===== config.mk =====
export PLATFORM = sky130hd
export DESIGN_NAME = muldiv_sequencer_flat
export DESIGN_NICKNAME = d
export VERILOG_FILES = /design/src/rtl/muldiv_pkg.sv /design/src/rtl/muldiv_sequencer_if.sv /design/src/rtl/muldiv_sequencer.sv /design/src/flat_wrapper.sv
export SDC_FILE = /design/constraint.sdc
export NUM_CORES = 1
export LEC_CHECK = 0
export ABC_CLOCK_PERIOD_IN_PS = 2380
export BUFFER_PORTS_ARGS = -buffer_cell sky130_fd_sc_hd__buf_4
export CAP_MARGIN = 30
export CORE_AREA = 10 10 47 49
export CTS_CLUSTER_SIZE = 12
export DETAILED_ROUTE_END_ITERATION = 16
export DIE_AREA = 0 0 57 59
export PLACE_DENSITY = 0.76
export RECOVER_POWER = 25
export SYNTH_ARGS = -nofsm -noshare
export SYNTH_HDL_FRONTEND = slang
export SYNTH_SLANG_ARGS = --single-unit

===== constraint.sdc =====
create_clock -name i_clk -period 2.38 [get_ports i_clk]
set_clock_uncertainty 0.05 [all_clocks]
set_input_delay 0.357 -clock i_clk [delete_from_list [all_inputs] [get_ports i_clk]]
set_output_delay 0.357 -clock i_clk [all_outputs]
set_load 0.05 [all_outputs]

===== src/rtl/muldiv_pkg.sv =====
// Shared definitions for the multiply/divide sequencer: state encoding,
// operation select encoding and the default iteration count.
package muldiv_pkg;

    typedef enum logic [2:0] {
        ST_IDLE  = 3'd0,
        ST_START = 3'd1,
        ST_RUN   = 3'd2,
        ST_WRITE = 3'd3,
        ST_DONE  = 3'd4,
        ST_EXC   = 3'd5
    } state_t;

    // Same encoding as the datapath's mult/div select.
    localparam logic OP_MULT = 1'b0;
    localparam logic OP_DIV  = 1'b1;

    localparam int unsigned CYCLES_DEFAULT = 32;

endpackage : muldiv_pkg


===== src/rtl/muldiv_sequencer_if.sv =====
// Handshake bundle between the control unit, the sequencer and the
// mult/div unit with its Hi/Lo loads.
interface muldiv_sequencer_if;

    logic req;
    logic op;
    logic divisor_zero;
    logic abort;
    logic unit_start;
    logic unit_op;
    logic load_hi;
    logic load_lo;
    logic busy;
    logic done;
    logic div_zero_exc;

    // The control side drives requests and consumes the strobes.
    modport master (
        output req, op, divisor_zero, abort,
        input  unit_start, unit_op, load_hi, load_lo, busy, done, div_zero_exc
    );

    // The sequencer itself.
    modport slave (
        input  req, op, divisor_zero, abort,
        output unit_start, unit_op, load_hi, load_lo, busy, done, div_zero_exc
    );

endinterface : muldiv_sequencer_if


===== src/rtl/muldiv_sequencer.sv =====
// Moore FSM that starts the iterative mult/div unit, waits out its fixed
// iteration count, then strobes the Hi/Lo loads and done; traps divide-by-zero.
module muldiv_sequencer
    import muldiv_pkg::*;
#(
    parameter int unsigned CYCLES = CYCLES_DEFAULT  // legal range 1..255
) (
    input  logic               i_clk,
    input  logic               i_reset,
    muldiv_sequencer_if.slave  bus
);

    localparam int unsigned         CNT_W    = $clog2(CYCLES + 1);
    localparam logic [CNT_W-1:0]    CNT_LOAD = CNT_W'(CYCLES - 1);

    state_t             r_state;
    logic [CNT_W-1:0]   r_cnt;
    logic               r_unit_op;

    state_t             w_next_state;
    logic               w_accept;
    logic               w_unit_start;
    logic               w_load;
    logic               w_busy;
    logic               w_done;
    logic               w_div_zero_exc;

    // Next state and output decode.
    always_comb begin
        // NOTE: every signal gets a default before the case so no path can infer a latch.
        w_next_state   = r_state;
        w_accept       = 1'b0;
        w_unit_start   = 1'b0;
        w_load         = 1'b0;
        w_busy         = (r_state != ST_IDLE);
        w_done         = 1'b0;
        w_div_zero_exc = 1'b0;

        unique case (r_state)
            ST_IDLE: begin
                if (bus.req) begin
                    if (bus.op == OP_DIV && bus.divisor_zero) begin
                        w_next_state = ST_EXC;
                    end else begin
                        w_next_state = ST_START;
                        w_accept     = 1'b1;
                    end
                end
            end
            ST_START: begin
                w_unit_start = 1'b1;
                w_next_state = ST_RUN;
            end
            ST_RUN: begin
                if (r_cnt == '0) w_next_state = ST_WRITE;
            end
            ST_WRITE: begin
                w_load       = 1'b1;
                w_next_state = ST_DONE;
            end
            ST_DONE: begin
                w_done       = 1'b1;
                w_next_state = ST_IDLE;
            end
            ST_EXC: begin
                w_div_zero_exc = 1'b1;
                w_next_state   = ST_IDLE;
            end
            default: w_next_state = ST_IDLE;
        endcase

        // Abort cuts the operation short but never the exception strobe.
        if (bus.abort && r_state != ST_IDLE && r_state != ST_EXC) begin
            w_next_state = ST_IDLE;
        end
    end

    // State, iteration counter and latched operation select.
    always_ff @(posedge i_clk) begin
        if (i_reset) begin
            r_state   <= ST_IDLE;
            r_cnt     <= '0;
            r_unit_op <= OP_MULT;
        end else begin
            // NOTE: sequential state uses non-blocking assignments so every register samples pre-edge values.
            r_state <= w_next_state;
            if (w_accept) r_unit_op <= bus.op;
            if (r_state == ST_START) begin
                r_cnt <= CNT_LOAD;
            end else if (r_state == ST_RUN && r_cnt != '0) begin
                r_cnt <= r_cnt - CNT_W'(1);
            end
        end
    end

    assign bus.unit_start   = w_unit_start;
    assign bus.unit_op      = r_unit_op;
    assign bus.load_hi      = w_load;
    assign bus.load_lo      = w_load;
    assign bus.busy         = w_busy;
    assign bus.done         = w_done;
    assign bus.div_zero_exc = w_div_zero_exc;

endmodule : muldiv_sequencer


===== src/flat_wrapper.sv =====
// flat-port wrapper written by rule: the top's interface ports become plain ports
module muldiv_sequencer_flat import muldiv_pkg::*;
#(
    parameter int unsigned CYCLES = CYCLES_DEFAULT                       
)
  (i_clk, i_reset, bus_req, bus_op, bus_divisor_zero, bus_abort, bus_unit_start, bus_unit_op, bus_load_hi, bus_load_lo, bus_busy, bus_done, bus_div_zero_exc);
  muldiv_sequencer_if bus_i ();
  input  logic i_clk;
  input  logic i_reset;
  input wire logic [$bits(bus_i.req)-1:0] bus_req;
  input wire logic [$bits(bus_i.op)-1:0] bus_op;
  input wire logic [$bits(bus_i.divisor_zero)-1:0] bus_divisor_zero;
  input wire logic [$bits(bus_i.abort)-1:0] bus_abort;
  output wire logic [$bits(bus_i.unit_start)-1:0] bus_unit_start;
  output wire logic [$bits(bus_i.unit_op)-1:0] bus_unit_op;
  output wire logic [$bits(bus_i.load_hi)-1:0] bus_load_hi;
  output wire logic [$bits(bus_i.load_lo)-1:0] bus_load_lo;
  output wire logic [$bits(bus_i.busy)-1:0] bus_busy;
  output wire logic [$bits(bus_i.done)-1:0] bus_done;
  output wire logic [$bits(bus_i.div_zero_exc)-1:0] bus_div_zero_exc;
  assign bus_i.req = bus_req;
  assign bus_i.op = bus_op;
  assign bus_i.divisor_zero = bus_divisor_zero;
  assign bus_i.abort = bus_abort;
  assign bus_unit_start = bus_i.unit_start;
  assign bus_unit_op = bus_i.unit_op;
  assign bus_load_hi = bus_i.load_hi;
  assign bus_load_lo = bus_i.load_lo;
  assign bus_busy = bus_i.busy;
  assign bus_done = bus_i.done;
  assign bus_div_zero_exc = bus_i.div_zero_exc;
  muldiv_sequencer #(.CYCLES(CYCLES)) u_core (.i_clk(i_clk), .i_reset(i_reset), .bus(bus_i));
endmodule

==> metrics.yaml, run 1 <==
drt:
  routedWlPerCell_um: 13.3
  initialDrtViolationCount: 11
  totalWireLength_um: 1280
  detailedRoute.firstPassIterationCount: 4
  drtAntennaViolNets: 0
  drc: 0
  avgViaCountPerCell: 5.80
  dr_total_vias: 557
die:
  dieHeight_um: 59
  ios: 13
  overall_die_area_um2: 3360
  rows: 14
  die_x_um: 57
  start_util_pct: 45.0
  core_box_area_um2: 1400
synth:
  yosys.cell_types.count: 31
  syn-mean-instance-area_um2: 9.14
  synth_seq_cells: 10
  synth_fa_ha_area_share_pct: 3.97
  dominant_combinational_cell_family_by_area_after_synthesis: "simple AND/OR/NAND/NOR gates"
  synth.largest_area_cell: "sky130_fd_sc_hd__dfxtp_1"
  yosys-mux-area-fraction_pct: 1.59
  post_synth_top_flop: "sky130_fd_sc_hd__dfxtp_1"
  post_synth_and_or_nand_nor_area_fraction_pct: 33.3
  synth_xor_xnor_area_share_pct: 1.39
  leading_cell_types_by_total_area_after_synthesis: "sky130_fd_sc_hd__dfxtp_1, sky130_fd_sc_hd__nor3_1, sky130_fd_sc_hd__nor2_1"
  synth-compound-area-share_pct: 16.9
  synth_top_area_share_pct: 31.7
  syn-num-nets: 77
  synth_async_sr_flop_share_pct: 0
  yosysWarningCount: 0
  syn_inst: 69
  synth_area_um2: 631
  synth_edf_count: 0
  sequential_area_share_after_synthesis_pct: 31.7
place:
  place_hpwl_um: 958
  io_buffer_count: 12
  dp.cells: 92
  gpl_wtd_cong: 0.778
  total_cell_area_at_the_placement_stage_um2: 694
grt:
  grt_antenna_before_repair: 0
  grt_remaining_overflow: 0
  global_route.usage.total_pct: 7.92
  grt_pass1_vias: 505
  grt_first_pass_wirelength_um: 2210
  grt_start_max_net_pins: 16
critical_path:
  critical_path_class: "register to primary output"
  timing.critical_path.fanout_max: 10
  timing.critical_path.arrival_ps: 1480
  critPathCaptureType: "primary output"
  cp_data_required_time_ps: 1970
  crit_path_start_kind: "register"
cts:
  post-cts-setup-buffer-count: 0
  clk_latency_ps: 260
  clkTransAtPathRegs_ps: 70
  ctsResizeCount: 0
  clock_sink_count: 10
  clk_root_buffer_cell: "sky130_fd_sc_hd__clkbuf_4"
  cts_tree: "done"
  cts.htree.levels: 1
  max-clock-path-buffers: 2
  holdBufCountCts: 0
  numCtsBuffers: 3
layout:
  final_layout_size_suffix_gt1_share_pct: 26.3
  antenna_cells: 0
  layout_common_cells: "sky130_fd_sc_hd__buf_4, sky130_fd_sc_hd__dfxtp_1, sky130_fd_sc_hd__nor2_1"
  layout_commonest_cell: "sky130_fd_sc_hd__buf_4"
  finalNetCount: 89
  final_area_um2: 727
  finish.cell_count_without_fillers: 96
  area_growth_pct: 15.3
timing:
  setup-violations-final: 0
  max_frequency_mhz: 530
  grt_setup_unrepaired: "false"
  hold_viol_final: 0
  layout_min_cycle_time_ps: 1890
  layout_worst_path_cycle_share_pct: 79.3
  final.setup.tns_ps: 0
  final-max-slew-violation-count: 0
  maxSlewHeadroom_pct: 60.5
  tightestPinTransition_ps: 594
power:
  max-vdd-ir-drop_uv: 379
  power.leakage_nw: 0.301
  power.density_cell_area_nw_per_um2: 641
job:
  maxCapViolCount: 0
hold_path:
  min-delay-path-class: "input pin to register"
run_status:
  result_of_the_run: "completed"
## synth_stat cells, types with 2 or more instances
cell / count
sky130_fd_sc_hd__ha_1: 2
sky130_fd_sc_hd__a211oi_1: 2
sky130_fd_sc_hd__nand2_1: 3
sky130_fd_sc_hd__nor4_1: 3
sky130_fd_sc_hd__inv_1: 4
sky130_fd_sc_hd__nor3b_1: 2
sky130_fd_sc_hd__buf_6: 2
sky130_fd_sc_hd__dfxtp_1: 10
sky130_fd_sc_hd__buf_4: 2
sky130_fd_sc_hd__or3_1: 2
sky130_fd_sc_hd__a311oi_1: 2
sky130_fd_sc_hd__nor3_1: 6
sky130_fd_sc_hd__a21oi_1: 4
sky130_fd_sc_hd__nor2_1: 8
## worst max-delay path, stage by stage, from the launching register on
cell and delay (ps):
sky130_fd_sc_hd__dfxtp_1 520, sky130_fd_sc_hd__inv_1 190, sky130_fd_sc_hd__nor3b_2 260, sky130_fd_sc_hd__buf_4 250
## power breakdown
| group | leakage, nW | switching [mW] | internal [mW] |
|---|---|---|---|
| Clock | 0.0210 | 0.0630 | 0.0928 |
| Combinational | 0.198 | 0.0651 | 0.0473 |
| Sequential | 0.0820 | 0.0183 | 0.179 |
| Total | 0.301 | 0.146 | 0.320 |
## stage by stage
| stage | util, % | setup WS [ps] | power [mW] | hold WS [ps] |
|---|---|---|---|---|
| after floorplan | - | 283 | 0.291 | 386 |
| after global placement | 49.6 | 676 | 0.312 | 433 |
| after detailed placement | 49.6 | 621 | 0.316 | 433 |
| after CTS | 52.1 | 528 | 0.472 | 204 |
| after global routing | 51.9 | 375 | 0.492 | 202 |
| final | 51.9 | 493 | 0.466 | 209 |
## logic make-up (layout without fill, tap and decap cells)
family,count (synthesis),count (layout)
fa+ha+maj,2,2
buf+inv,10,21
compound gates,13,13
xor+xnor,1,1
flops,10,10
simple gates,32,32
mux,1,1
## cell type report
| class | count | area [um^2] |
|---|---|---|
| fillers | 133 | 674 |
| flip-flops and latches | 10 | 200 |
| repair buffers | 12 | 86.3 |
| clock buffers | 4 | 36.3 |
| inverters | 5 | 18.8 |
| well taps | 16 | 20.0 |
| multi-input cells | 49 | 365 |
## registers in the layout, summed over array words and instances (netlist names)
| register | flops |
|---|---|
| u_core.r_cnt | 6 |
| u_core.r_state | 3 |
| u_core.bus.unit_op | 1 |
## metal layers
layer / routed length, um / GRT usage [%]
met2: 646 / 13.2
met1: 578 / 9.17
met4: 12 / 4.03
met5: 0 / 0
met3: 42 / 1.93
## worst paths after layout
path | from | slack (ps) | to | cells after the start
min | bus_abort | 210 | u_core.r_state[1] | 2
max reg2reg | u_core.r_cnt[0] | 610 | u_core.r_cnt[0] | 6
min reg2reg | u_core.bus.unit_op | 450 | u_core.bus.unit_op | 2
max | u_core.r_state[1] | 490 | bus_load_hi | 3
Note: power is estimated with default switching activity, not from simulation.
==> run 2, diff against run 1 <==
- ABC_AREA: default -> 1
- ABC_CLOCK_PERIOD_IN_PS: 2380 -> 1800
- clock period: 2.38 -> 1.8 ns (I/O delays scaled with it)
==> metrics.yaml, run 2 <==
die:
  overall_die_area_um2: 3360
  ios: 13
  core_box_area_um2: 1400
  die_x_um: 57
  start_util_pct: 45.2
  dieHeight_um: 59
  rows: 14
cts:
  post-cts-setup-buffer-count: 0
  clock_sink_count: 10
  numCtsBuffers: 3
  cts_tree: "done"
  cts.htree.levels: 1
  clkTransAtPathRegs_ps: 70
  ctsResizeCount: 0
  clk_root_buffer_cell: "sky130_fd_sc_hd__clkbuf_4"
  max-clock-path-buffers: 2
  clk_latency_ps: 280
  holdBufCountCts: 0
critical_path:
  critical_path.top_delay_family: "buffers and inverters"
  timing.critical_path.slowest_cell_delay_ps: 340
  critical_path_class: "register to primary output"
  worst_setup_path_startpoint: "u_core.r_state[2]"
  crit_path_frequent_cell: "sky130_fd_sc_hd__inv_1"
  timing.critical_path.fanout_max: 11
  path_cells: "inv_1 > nand3_2 > inv_1 > buf_4"
  cp_data_required_time_ps: 1480
  critPathCaptureType: "primary output"
  critical_path.n_buffers_inverters: 3
  regToRegStartpoint: "u_core.r_cnt[0]"
  crit_path_start_kind: "register"
  critPathSlowestCell: "sky130_fd_sc_hd__dfxtp_1"
  timing.critical_path.arrival_ps: 1320
  reg2reg_depth: 7
  critical_path.reg2reg.endpoint: "u_core.r_cnt[2]"
  setup.reg_to_reg.worst_slack_ps: 410
synth:
  synthMostInstantiatedCell: "sky130_fd_sc_hd__nand2_1"
  post_synth_top_flop: "sky130_fd_sc_hd__dfxtp_1"
  synth_async_sr_flop_share_pct: 0
  commonest_cells_post_synth: "sky130_fd_sc_hd__nand2_1, sky130_fd_sc_hd__nor2_1, sky130_fd_sc_hd__dfxtp_1, sky130_fd_sc_hd__nand3_1, sky130_fd_sc_hd__inv_1"
  syn_inst: 94
  synth_seq_cells: 10
  sequential_area_share_after_synthesis_pct: 31.6
  synth-compound-area-share_pct: 8.10
  yosys.cell_types.count: 21
  synth_area_um2: 633
  synth_edf_count: 0
  leading_cell_types_by_total_area_after_synthesis: "sky130_fd_sc_hd__dfxtp_1, sky130_fd_sc_hd__nand2_1, sky130_fd_sc_hd__nand3_1"
  syn-mean-instance-area_um2: 6.74
  synth.largest_area_cell: "sky130_fd_sc_hd__dfxtp_1"
  synth_fa_ha_area_share_pct: 3.95
  synth_top_area_share_pct: 31.6
  yosys-mux-area-fraction_pct: 0
  syn-num-nets: 102
  synth_xor_xnor_area_share_pct: 0
  post_synth_and_or_nand_nor_area_fraction_pct: 46.8
  dominant_combinational_cell_family_by_area_after_synthesis: "simple AND/OR/NAND/NOR gates"
  yosysWarningCount: 0
drt:
  drtAntennaViolNets: 0
  dr_total_vias: 613
  route.layer.met1.wl_um: 586
  initialDrtViolationCount: 12
  drc: 0
  dr_wl_met2_um: 731
  wl_met3_um: 43
  route.top_layer_used: "met4"
  detailedRoute.firstPassIterationCount: 4
  avgViaCountPerCell: 4.94
  totalWireLength_um: 1410
  routedWlPerCell_um: 11.3
layout:
  area_growth_pct: 18.2
  final_area_um2: 748
  antenna_cells: 0
  largest_register_ffs: 6
  final.fill_count: 144
  finalNetCount: 117
  final_layout_size_suffix_gt1_share_pct: 24.1
  layout_commonest_cell: "sky130_fd_sc_hd__nand2_1"
  layout_common_cells: "sky130_fd_sc_hd__nand2_1, sky130_fd_sc_hd__nor2_1, sky130_fd_sc_hd__nand3_1, sky130_fd_sc_hd__buf_4, sky130_fd_sc_hd__dfxtp_1"
  largest-register: "u_core.r_cnt"
timing:
  maxSlewHeadroom_pct: 60.2
  setup-violations-final: 0
  final-max-slew-violation-count: 0
  final_critical_path_setup_slack_ps: 165
  layout_min_cycle_time_ps: 1640
  max_frequency_mhz: 612
  layout_worst_path_cycle_share_pct: 90.9
  grt_setup_unrepaired: "false"
  hold_viol_final: 0
  whs_ps: 148
  tightestPinTransition_ps: 600
power:
  power.density_cell_area_nw_per_um2: 2120
  power_mw: 1.58
  power.leakage_nw: 0.364
  max-vdd-ir-drop_uv: 1130
hold_path:
  min-delay-start: "i_reset"
  holdPathStages: 2
  min_delay_worst_endpoint: "u_core.r_cnt[2]"
  min-delay-path-class: "input pin to register"
grt:
  grt_first_pass_wirelength_um: 2220
  grt_remaining_overflow: 0
  grt_pass1_vias: 529
  global_route.usage.total_pct: 8.27
  grt_start_max_net_pins: 12
  grt_antenna_before_repair: 0
place:
  gpl_wtd_cong: 0.847
  place_hpwl_um: 1130
  total_cell_area_at_the_placement_stage_um2: 728
  io_buffer_count: 12
  placement.setup.worst_slack_ps: 407
run_status:
  result_of_the_run: "completed"
job:
  maxCapViolCount: 0
run 2: changes by cell type after synthesis, moves of 3 or more:
cell	previous run	this run
sky130_fd_sc_hd__nand3_1	1	10
sky130_fd_sc_hd__nor2_1	8	11
sky130_fd_sc_hd__inv_1	4	9
sky130_fd_sc_hd__nor4_1	3	0
sky130_fd_sc_hd__nor3_1	6	2
sky130_fd_sc_hd__a21oi_1	4	7
sky130_fd_sc_hd__nand2_1	3	23
run 2: kinds of logic (layout without fill, tap and decap cells):
| group | after synthesis | count (layout) |
|---|---|---|
| simple gates | 58 | 58 |
| buf+inv | 14 | 28 |
| compound gates | 10 | 10 |
| flops | 10 | 10 |
| fa+ha+maj | 2 | 2 |
run 2: stage by stage:
| step | TNS [ps] | util (%) | std cells |
|---|---|---|---|
| after floorplan | -96.2 | - | 94 |
| after global placement | 0 | 52.0 | 120 |
| after detailed placement | 0 | 52.0 | 120 |
| after CTS | 0 | 54.6 | 124 |
| after global routing | 0 | 53.4 | 124 |
| final | 0 | 53.4 | 124 |
run 2: worst max path at each step:
stage               cells past startpoint         endpoint
detailed placement                      7  u_core.r_cnt[2]
finish                                  4   bus_unit_start
global route                            4   bus_unit_start
floorplan                               2         bus_done
global placement                        3   bus_unit_start
CTS                                     3   bus_unit_start
run 2: where the power goes:
| part | total [mW] | internal, mW | leakage, nW | switching [mW] |
|---|---|---|---|---|
| Combinational | 0.982 | 0.350 | 0.261 | 0.632 |
| Clock | 0.210 | 0.123 | 0.0210 | 0.0867 |
| Sequential | 0.391 | 0.307 | 0.0819 | 0.0839 |
| Total | 1.58 | 0.780 | 0.364 | 0.803 |
run 2: cell type report:
class	instances	area [um^2]	area share, %
multi-input cells	70	360	48.2
well taps	16	20.0	2.68
repair buffers	12	86.3	11.5
clock buffers	4	36.3	4.85
flip-flops and latches	10	200	26.8
inverters	12	45.0	6.02
run 2: layer usage:
metal  GRT usage [%]  vias up
li1                -      326
met1            8.35      270
met2            14.1       12
met3            2.58        5
met4            6.04        0
met5               0        -
==> run 3, diff against run 2 <==
- MAX_ROUTING_LAYER: default -> met4
==> metrics.yaml, run 3 (synthesis results as in run 2) <==
critical_path:
  timing.critical_path.fanout_max: 11
  worst_setup_path_startpoint: "u_core.r_state[2]"
  critical_path_class: "register to primary output"
  cp_data_required_time_ps: 1480
  critPathCaptureType: "primary output"
  timing.critical_path.arrival_ps: 1320
  critical_path.endpoint: "bus_unit_start"
  setup.reg_to_reg.worst_slack_ps: 410
  reg2reg_depth: 7
  crit_path_start_kind: "register"
  regToRegStartpoint: "u_core.r_cnt[0]"
  critical_path.reg2reg.endpoint: "u_core.r_cnt[2]"
power:
  netSwitchingFraction_pct: 50.7
  internal-power_uw: 780
  total_switching_power_uw: 803
  clock_power_share_pct: 13.3
  power.density_cell_area_nw_per_um2: 2120
  power.leakage_nw: 0.364
  p_seq_share_pct: 24.7
  max-vdd-ir-drop_uv: 1130
  combPwrFrac_pct: 62.0
grt:
  grt_first_pass_wirelength_um: 2210
  grt_antenna_before_repair: 0
  grt_remaining_overflow: 0
  grt_start_max_net_pins: 12
  grt_pass1_vias: 529
  global_route.usage.total_pct: 8.50
timing:
  whs_ps: 148
  max_frequency_mhz: 611
  tightestPinTransition_ps: 600
  hold_viol_final: 0
  layout_worst_path_cycle_share_pct: 90.9
  layout_min_cycle_time_ps: 1640
  grt_setup_unrepaired: "false"
  setup-violations-final: 0
  final-max-slew-violation-count: 0
  maxSlewHeadroom_pct: 60.2
  final_critical_path_setup_slack_ps: 165
place:
  gpl_wtd_cong: 0.861
  io_buffer_count: 12
  place_hpwl_um: 1130
  placement.setup.worst_slack_ps: 407
  dp.cells: 120
drt:
  drtAntennaViolNets: 0
  routedWlPerCell_um: 11.3
  detailedRoute.firstPassIterationCount: 4
  totalWireLength_um: 1410
  dr_total_vias: 613
  initialDrtViolationCount: 12
  avgViaCountPerCell: 4.94
  drc: 0
cts:
  clkTransAtPathRegs_ps: 70
  numCtsBuffers: 3
  post-cts-setup-buffer-count: 0
  clock_sink_count: 10
  max-clock-path-buffers: 2
  ctsResizeCount: 0
  cts.htree.levels: 1
  cts_tree: "done"
  holdBufCountCts: 0
  clk_latency_ps: 280
  clk_root_buffer_cell: "sky130_fd_sc_hd__clkbuf_4"
run_status:
  result_of_the_run: "completed"
layout:
  area_growth_pct: 18.2
  largest-register: "u_core.r_cnt"
  layout_common_cells: "sky130_fd_sc_hd__nand2_1, sky130_fd_sc_hd__nor2_1, sky130_fd_sc_hd__nand3_1, sky130_fd_sc_hd__buf_4, sky130_fd_sc_hd__dfxtp_1"
  finish.utilization_pct: 53.4
  antenna_cells: 0
  final_layout_size_suffix_gt1_share_pct: 24.1
  finalNetCount: 117
  largest_register_ffs: 6
  finish.cell_count_without_fillers: 124
  layout_commonest_cell: "sky130_fd_sc_hd__nand2_1"
die:
  rows: 14
  dieHeight_um: 59
  start_util_pct: 45.2
  die_x_um: 57
  core_box_area_um2: 1400
  ios: 13
  overall_die_area_um2: 3360
job:
  maxCapViolCount: 0
hold_path:
  min-delay-path-class: "input pin to register"
==> run 3: cell counts in the layout (fill, tap and decap cells not counted) <==
Identical to the previous run, type by type.
==> run 3: stage by stage <==
stage	setup TNS, ps	power [mW]	instance area, um^2
detailed placement	0	1.42	728
CTS	0	1.63	764
floorplan	-96.2	1.23	633
finish	0	1.58	748
global placement	0	1.39	728
global route	0	1.74	748
==> run 3: critical path, stage by stage, from the launching register on <==
cell                      delay [ps]
sky130_fd_sc_hd__dfxtp_1         340
sky130_fd_sc_hd__inv_1           110
sky130_fd_sc_hd__nand3_2         230
sky130_fd_sc_hd__inv_1           150
sky130_fd_sc_hd__buf_4           210
==> run 3: area by class of cell <==
type,instances,area [um^2]
Inverter,12,45.0
Tap cell,16,20.0
Timing Repair Buffer,12,86.3
Multi-Input combinational cell,70,360
Clock buffer,4,36.3
Sequential cell,10,200
Fill cell,144,653
==> run 3: worst min-delay path by stage <==
| stage | endpoint | startpoint | cells past startpoint |
|---|---|---|---|
| 2_1_floorplan | u_core.bus.unit_op | i_reset | 1 |
| 3_3_place_gp | u_core.bus.unit_op | u_core.bus.unit_op | 2 |
| 3_5_place_dp | u_core.bus.unit_op | u_core.bus.unit_op | 2 |
| 4_1_cts | u_core.r_cnt[2] | i_reset | 2 |
| 5_1_grt | u_core.bus.unit_op | i_reset | 2 |
| 6_report | u_core.r_cnt[2] | i_reset | 2 |
==> run 3: power by group through the flow <==
stage,Sequential [mW],Combinational (mW),Clock [mW]
5_1_grt,0.402,1.11,0.225
3_3_place_gp,0.396,0.995,0
6_report,0.391,0.982,0.210
3_5_place_dp,0.402,1.02,0
2_1_floorplan,0.393,0.834,0
4_1_cts,0.397,1.02,0.214
==> run 3: per-layer routing <==
| metal | up-vias | share of wire, % | global-route usage (%) |
|---|---|---|---|
| met5 | - | 0 | - |
| met2 | 12 | 52 | 14.1 |
| met3 | 5 | 3.1 | 2.58 |
| met4 | 0 | 3.1 | 6.04 |
| li1 | 326 | - | - |
| met1 | 270 | 42 | 8.35 |
